<file path="src/rtl/hw_stack_unit_if.sv">
// Control/data bundle between the core's decode/writeback and hw_stack_unit.
// master = core side (drives ops), slave = stack unit.
interface hw_stack_unit_if #(
   parameter int DATA_W = 8,
   parameter int ADDR_W = 8,
   parameter int DEPTH  = 16
);
   localparam int CNT_W = $clog2(DEPTH + 1);

   logic              push;
   logic              pop;
   logic              flush;
   logic              err_clr;
   logic [DATA_W-1:0] push_data;
   logic [DATA_W-1:0] top_data;
   logic [ADDR_W-1:0] sp;
   logic [CNT_W-1:0]  count;
   logic              empty;
   logic              full;
   logic              ovf;
   logic              unf;

   modport master (
      output push, pop, flush, err_clr, push_data,
      input  top_data, sp, count, empty, full, ovf, unf
   );

   modport slave (
      input  push, pop, flush, err_clr, push_data,
      output top_data, sp, count, empty, full, ovf, unf
   );
endinterface

</file>
<file path="src/rtl/hw_stack_unit.sv">
// Downward-growing hardware LIFO with overflow/underflow guarding; state moves on negedge clk.
// Define STACK_ERR_STICKY_EN to make ovf/unf sticky flags cleared by err_clr.
module hw_stack_unit #(
   parameter int                DATA_W   = 8,
   parameter int                ADDR_W   = 8,
   parameter int                DEPTH    = 16,
   parameter logic [ADDR_W-1:0] TOP_ADDR = ADDR_W'(8'hFF)
) (
   input logic             clk,
   input logic             rst,
   hw_stack_unit_if.slave  stk
);
   localparam int CNT_W = $clog2(DEPTH + 1);
   localparam int IDX_W = $clog2(DEPTH);

   logic [DATA_W-1:0] mem [DEPTH];
   logic [CNT_W-1:0]  count_reg;
   logic [CNT_W-1:0]  count_next;
   logic              wr_en;
   logic [IDX_W-1:0]  wr_idx;
   logic [IDX_W-1:0]  top_idx;
   logic              is_empty;
   logic              is_full;
   logic              ovf_evt;
   logic              unf_evt;

   assign is_empty = (count_reg == '0);
   assign is_full  = (count_reg == CNT_W'(DEPTH));
   assign top_idx  = IDX_W'(count_reg - CNT_W'(1));

   always_comb begin
      count_next = count_reg;
      wr_en      = 1'b0;
      wr_idx     = IDX_W'(count_reg);
      ovf_evt    = 1'b0;
      unf_evt    = 1'b0;
      if (stk.flush) begin
         count_next = '0;
      end else if (stk.push && stk.pop) begin
         wr_en = 1'b1;
         if (is_empty) begin
            // Push&pop on an empty stack degenerates to a plain push.
            count_next = count_reg + CNT_W'(1);
         end else begin
            wr_idx = top_idx;
         end
      end else if (stk.push) begin
         if (is_full) begin
            ovf_evt = 1'b1;
         end else begin
            wr_en      = 1'b1;
            count_next = count_reg + CNT_W'(1);
         end
      end else if (stk.pop) begin
         if (is_empty) begin
            unf_evt = 1'b1;
         end else begin
            count_next = count_reg - CNT_W'(1);
         end
      end
   end

   always_ff @(negedge clk) begin
      if (!rst) begin
         count_reg <= '0;
      end else begin
         count_reg <= count_next;
      end
   end

   // Storage is never cleared; an empty stack masks it on the read side.
   always_ff @(negedge clk) begin
      if (rst && wr_en) begin
         mem[wr_idx] <= stk.push_data;
      end
   end

   assign stk.top_data = is_empty ? '0 : mem[top_idx];
   assign stk.sp       = TOP_ADDR - ADDR_W'(count_reg);
   assign stk.count    = count_reg;
   assign stk.empty    = is_empty;
   assign stk.full     = is_full;

`ifdef STACK_ERR_STICKY_EN
   logic ovf_reg;
   logic unf_reg;

   // A new event at the same edge as err_clr keeps the flag set.
   always_ff @(negedge clk) begin
      if (!rst) begin
         ovf_reg <= 1'b0;
         unf_reg <= 1'b0;
      end else begin
         if (ovf_evt)          ovf_reg <= 1'b1;
         else if (stk.err_clr) ovf_reg <= 1'b0;
         if (unf_evt)          unf_reg <= 1'b1;
         else if (stk.err_clr) unf_reg <= 1'b0;
      end
   end

   assign stk.ovf = ovf_reg;
   assign stk.unf = unf_reg;
`else
   logic unused_err_clr;

   assign unused_err_clr = stk.err_clr;
   assign stk.ovf        = ovf_evt & rst;
   assign stk.unf        = unf_evt & rst;
`endif
endmodule

</file>
<file path="src/flat_wrapper.sv">
// flat-port wrapper written by rule: the top's interface ports become plain ports
module hw_stack_unit_flat 
#(
   parameter int                DATA_W   = 8,
   parameter int                ADDR_W   = 8,
   parameter int                DEPTH    = 16,
   parameter logic [ADDR_W-1:0] TOP_ADDR = ADDR_W'(8'hFF)
)
  (clk, rst, stk_push, stk_pop, stk_flush, stk_err_clr, stk_push_data, stk_top_data, stk_sp, stk_count, stk_empty, stk_full, stk_ovf, stk_unf);
  hw_stack_unit_if #(.DATA_W(DATA_W), .ADDR_W(ADDR_W), .DEPTH(DEPTH)) stk_i ();
  input logic clk;
  input logic rst;
  input wire logic [$bits(stk_i.push)-1:0] stk_push;
  input wire logic [$bits(stk_i.pop)-1:0] stk_pop;
  input wire logic [$bits(stk_i.flush)-1:0] stk_flush;
  input wire logic [$bits(stk_i.err_clr)-1:0] stk_err_clr;
  input wire logic [$bits(stk_i.push_data)-1:0] stk_push_data;
  output wire logic [$bits(stk_i.top_data)-1:0] stk_top_data;
  output wire logic [$bits(stk_i.sp)-1:0] stk_sp;
  output wire logic [$bits(stk_i.count)-1:0] stk_count;
  output wire logic [$bits(stk_i.empty)-1:0] stk_empty;
  output wire logic [$bits(stk_i.full)-1:0] stk_full;
  output wire logic [$bits(stk_i.ovf)-1:0] stk_ovf;
  output wire logic [$bits(stk_i.unf)-1:0] stk_unf;
  assign stk_i.push = stk_push;
  assign stk_i.pop = stk_pop;
  assign stk_i.flush = stk_flush;
  assign stk_i.err_clr = stk_err_clr;
  assign stk_i.push_data = stk_push_data;
  assign stk_top_data = stk_i.top_data;
  assign stk_sp = stk_i.sp;
  assign stk_count = stk_i.count;
  assign stk_empty = stk_i.empty;
  assign stk_full = stk_i.full;
  assign stk_ovf = stk_i.ovf;
  assign stk_unf = stk_i.unf;
  hw_stack_unit #(.DATA_W(DATA_W), .ADDR_W(ADDR_W), .DEPTH(DEPTH), .TOP_ADDR(TOP_ADDR)) u_core (.clk(clk), .rst(rst), .stk(stk_i));
endmodule
</file>
<file path="config.mk">
export PLATFORM = sky130hd
export DESIGN_NAME = hw_stack_unit_flat
export DESIGN_NICKNAME = d
export VERILOG_FILES = /design/src/rtl/hw_stack_unit_if.sv /design/src/rtl/hw_stack_unit.sv /design/src/flat_wrapper.sv
export SDC_FILE = /design/constraint.sdc
export NUM_CORES = 1
export LEC_CHECK = 0
export ABC_AREA = 1
export BUFFER_PORTS_ARGS = -buffer_cell sky130_fd_sc_hd__buf_2
export CORE_MARGIN = 10
export CORE_UTILIZATION = 47
export CTS_BUF_LIST = sky130_fd_sc_hd__clkbuf_8 sky130_fd_sc_hd__clkbuf_16
export DETAILED_ROUTE_END_ITERATION = 6
export GPL_ROUTABILITY_DRIVEN = 1
export SYNTH_ARGS = -nofsm -noshare
export SYNTH_HDL_FRONTEND = slang
export SYNTH_SLANG_ARGS = --single-unit
export TNS_END_PERCENT = 10
</file>
<file path="constraint.sdc">
create_clock -name clk -period 4.6 [get_ports clk]
set_clock_uncertainty 0.2 [all_clocks]
set_input_delay 0.92 -clock clk [delete_from_list [all_inputs] [get_ports clk]]
set_output_delay 0.92 -clock clk [all_outputs]
set_load 0.02 [all_outputs]
</file>
==> summary.md <==
| Metric | Value |
|---|---|
| Reg-to-Reg End | u_core.mem[5][3] |
| Crit path max-delay family | buffers and inverters |
| # clock sinks | 133 |
| Clock Root Buffer | clkbuf_16 |
| Fin. max-slew vios | 0 |
| Setup violators final | 12 |
| Max reg flops | 128 |
| Crit path max-delay cell type | dfxtp_4 |
| MaxCap Viol Count | 0 |
| Grt ovf | 0 |
| Max stage delay on crit path | 360 ps |
| Vias per cell | 5.11 |
| Cell area power density | 476 nW/um^2 |
| Final Util | 68.2% |
| Critical Path AT | 4360 ps |
| Vias in the first global route | 5243 |
| Synth cell types | 29 |
| Top_reg_cell synth | edfxtp_1 |
| Post-synth EDFFs | 128 |
| Num CTS Buffers | 17 |
| Crit path cell chain | inv_6 > ha_4 > buf_12 > buf_8 > nor2_2 > o21ai_1 > nand2_1 > nand2_1 > nand2_1 > nand2_1 > nand2_2 > buf_6 |
| Io pins | 39 |
| DIE AREA | 17500 um^2 |
| PortBufs | 34 |
| Reg-to-reg startpoint | u_core.stk.count[0] |
| Crit path kind | reg -> out |
| Commonest non-fill, non-tap cell in the layout | inv_1 |
| Drt wl/cell | 16.5 um |
| Starting Density | 48.8% |
| Fraction of layout cells with a size suffix above 1 | 29.2% |
| DRC errors left | 0 |
| Antenna diodes | 0 |
| Worst Reg-to-Reg Cells | 10 |
| Sequential area share after synthesis | 66.5% |
| Routability Congestion | 0.862 |
| Commonest non-fill, non-tap cells in the layout | inv_1 (141), edfxtp_1 (128), nand2_1 (127) |
| Post-route worst setup slack | -881 ps |
| Number of fill cells | 899 |
| Dpl cells | 791 |
| Max clock buf depth | 2 |
| Run status | finished with violations |
| Leak pwr | 3.75 nW |
| Synth async-reset ratio | 0% |
| Hold worst-path end | u_core.stk.count[1] |
| Clock Latency Late Sink | 440 ps |
| Type of origin of the critical path | flop |
| Placed cell area | 6870 um^2 |
| CTS tree | done |
| RSZ-0062 raised after global routing | yes |
| Final std cells w/o fill | 959 |
| Worst setup EP type | primary output |
| Area Overhead vs Synth | 39.8% |
| DR pass1 iterations | 5 |
| Top cell by count, worst path | nand2_1 |
| Gr usage total | 18.4% |
| Core Rows | 40 |
| Synth warnings | 0 |
| Final Hold Violating Endpoints | 0 |
| Clock slew at reported path FFs | 30 ps |
| Die Ht | 132 um |
| First-pass GRT wire length | 25400 um |
| Largest net degree at the start of global routing | 50 |
| Initial DRC count | 432 |
| Hold Crit Start | u_core.stk.count[1] |
| Peak supply drop | 0.295 mV |
| Flops & latches, synth | 133 |
| Vias | 4897 |
| CORE AREA | 12200 um^2 |
| Crit-path max FO | 8 |
| Hold Path Depth | 3 |
| Final Instance Area | 8290 um^2 |
| HPWL Detailed | 9680 um |
| CP Buf/Inv Count | 4 |
| Failing checks | negative setup slack |
| Initial antenna violation count | 0 |
| Die width | 132 um |
| FF-to-FF setup slack | 2340 ps |
| Synth Instances | 552 |
| Class of the worst hold path | reg -> reg |
| Nets | 795 |
| Post-Syn Area | 5930 um^2 |
| Detailed Route WL | 15900 um |
| H-tree lvl count | 4 |
| WP data required | 3480 ps |
| Post-route ant nets | 0 |
| Synthesized area per cell | 10.7 um^2 |
-- where the power goes --
group	switching, mW	total, mW	internal (mW)	leakage [nW]
combinational	0.427	0.702	0.275	1.54
sequential	0.00575	1.35	1.35	1.20
clock	0.824	1.89	1.07	1.02
-- worst reg2reg max path: stages (launching register included) --
cell and delay, ps:
dfxtp_4 350, inv_6 80, buf_4 230, nand2_1 100
nand2_1 80, nand2_2 150, buf_4 190, a21oi_2 150
nand2_1 120, nor2_1 100, buf_4 190
-- through the flow --
step,power (mW),hold slack (ps),setup WS (ps),setup TNS (ps)
6_report,3.95,457,-881,-8290
5_1_grt,4.21,489,-979,-9380
4_1_cts,3.98,424,-879,-8490
3_5_place_dp,2.14,439,-533,-36580
3_3_place_gp,2.13,433,-521,-31890
2_1_floorplan,1.94,425,-598,-38000
-- cells by family (layout without fill, tap and decap cells) --
| kind of cell | Yosys count | in the layout | share of synthesized area [%] |
|---|---|---|---|
| flip-flops | 133 | 133 | 66.5 |
| AO/OA/AOI/OAI | 48 | 48 | 4.60 |
| buffers and inverters | 51 | 288 | 4.37 |
| other | 1 | 3 | 0.0632 |
| AND/OR/NAND/NOR | 315 | 315 | 23.7 |
| adder cells (fa/ha/maj) | 3 | 3 | 0.633 |
| XOR/XNOR | 1 | 1 | 0.148 |
-- cell usage after synthesis, types with 4 or more instances --
master,count,share of area (%)
buf_4,4,0.51
nand2_1,135,8.5
edfxtp_1,128,65
buf_6,4,0.76
a21oi_1,11,0.93
nand3_1,73,6.2
clkbuf_1,4,0.25
nand2_2,12,1.3
inv_2,6,0.38
dfxtp_1,5,1.7
buf_2,18,1.5
inv_1,15,0.95
o21ai_0,26,2.2
o211ai_1,4,0.51
nor2_1,81,5.1
-- how the worst max path moves through the flow --
stage | start | endpoint | slack [ps] | depth (start not counted)
after global routing | u_core.stk.count[1] | stk_top_data[6] | -980 | 12
after detailed placement | u_core.stk.count[1] | stk_top_data[3] | -530 | 9
after CTS | u_core.stk.count[0] | stk_top_data[6] | -880 | 12
after global placement | u_core.stk.count[1] | stk_top_data[3] | -520 | 9
final | u_core.stk.count[0] | stk_top_data[6] | -880 | 12
after floorplan | u_core.stk.count[0] | stk_top_data[2] | -600 | 13
-- area by class of cell --
type | instances | area, um^2 | share of cell area (%)
multi-input cells | 370 | 2010 | 24.2
flip-flops and latches | 133 | 3960 | 47.7
repair buffers | 103 | 888 | 10.7
inverters | 20 | 106 | 1.28
clock buffers | 17 | 425 | 5.13
clock inverters | 148 | 701 | 8.45
well taps | 168 | 210 | 2.53
-- routing by layer --
metal	GRT usage [%]	wire (um)	vias up
met5	0	0	-
met4	10.3	177	0
met3	6.75	1130	15
met2	29.4	7860	187
met1	21.0	6700	2350
li1	-	-	2345
-- repair_timing --
| item | in CTS | in global routing |
|---|---|---|
| cloned | 1 | 0 |
| hold buffers | 0 | 0 |
| hold endpoints to repair | 0 | 0 |
| setup buffers | 3 | 0 |
| setup endpoints to repair | 17 | 17 |
| pin swaps | 28 | 7 |
| resized for setup | 72 | 13 |
Power figures use the tool's default switching activity.
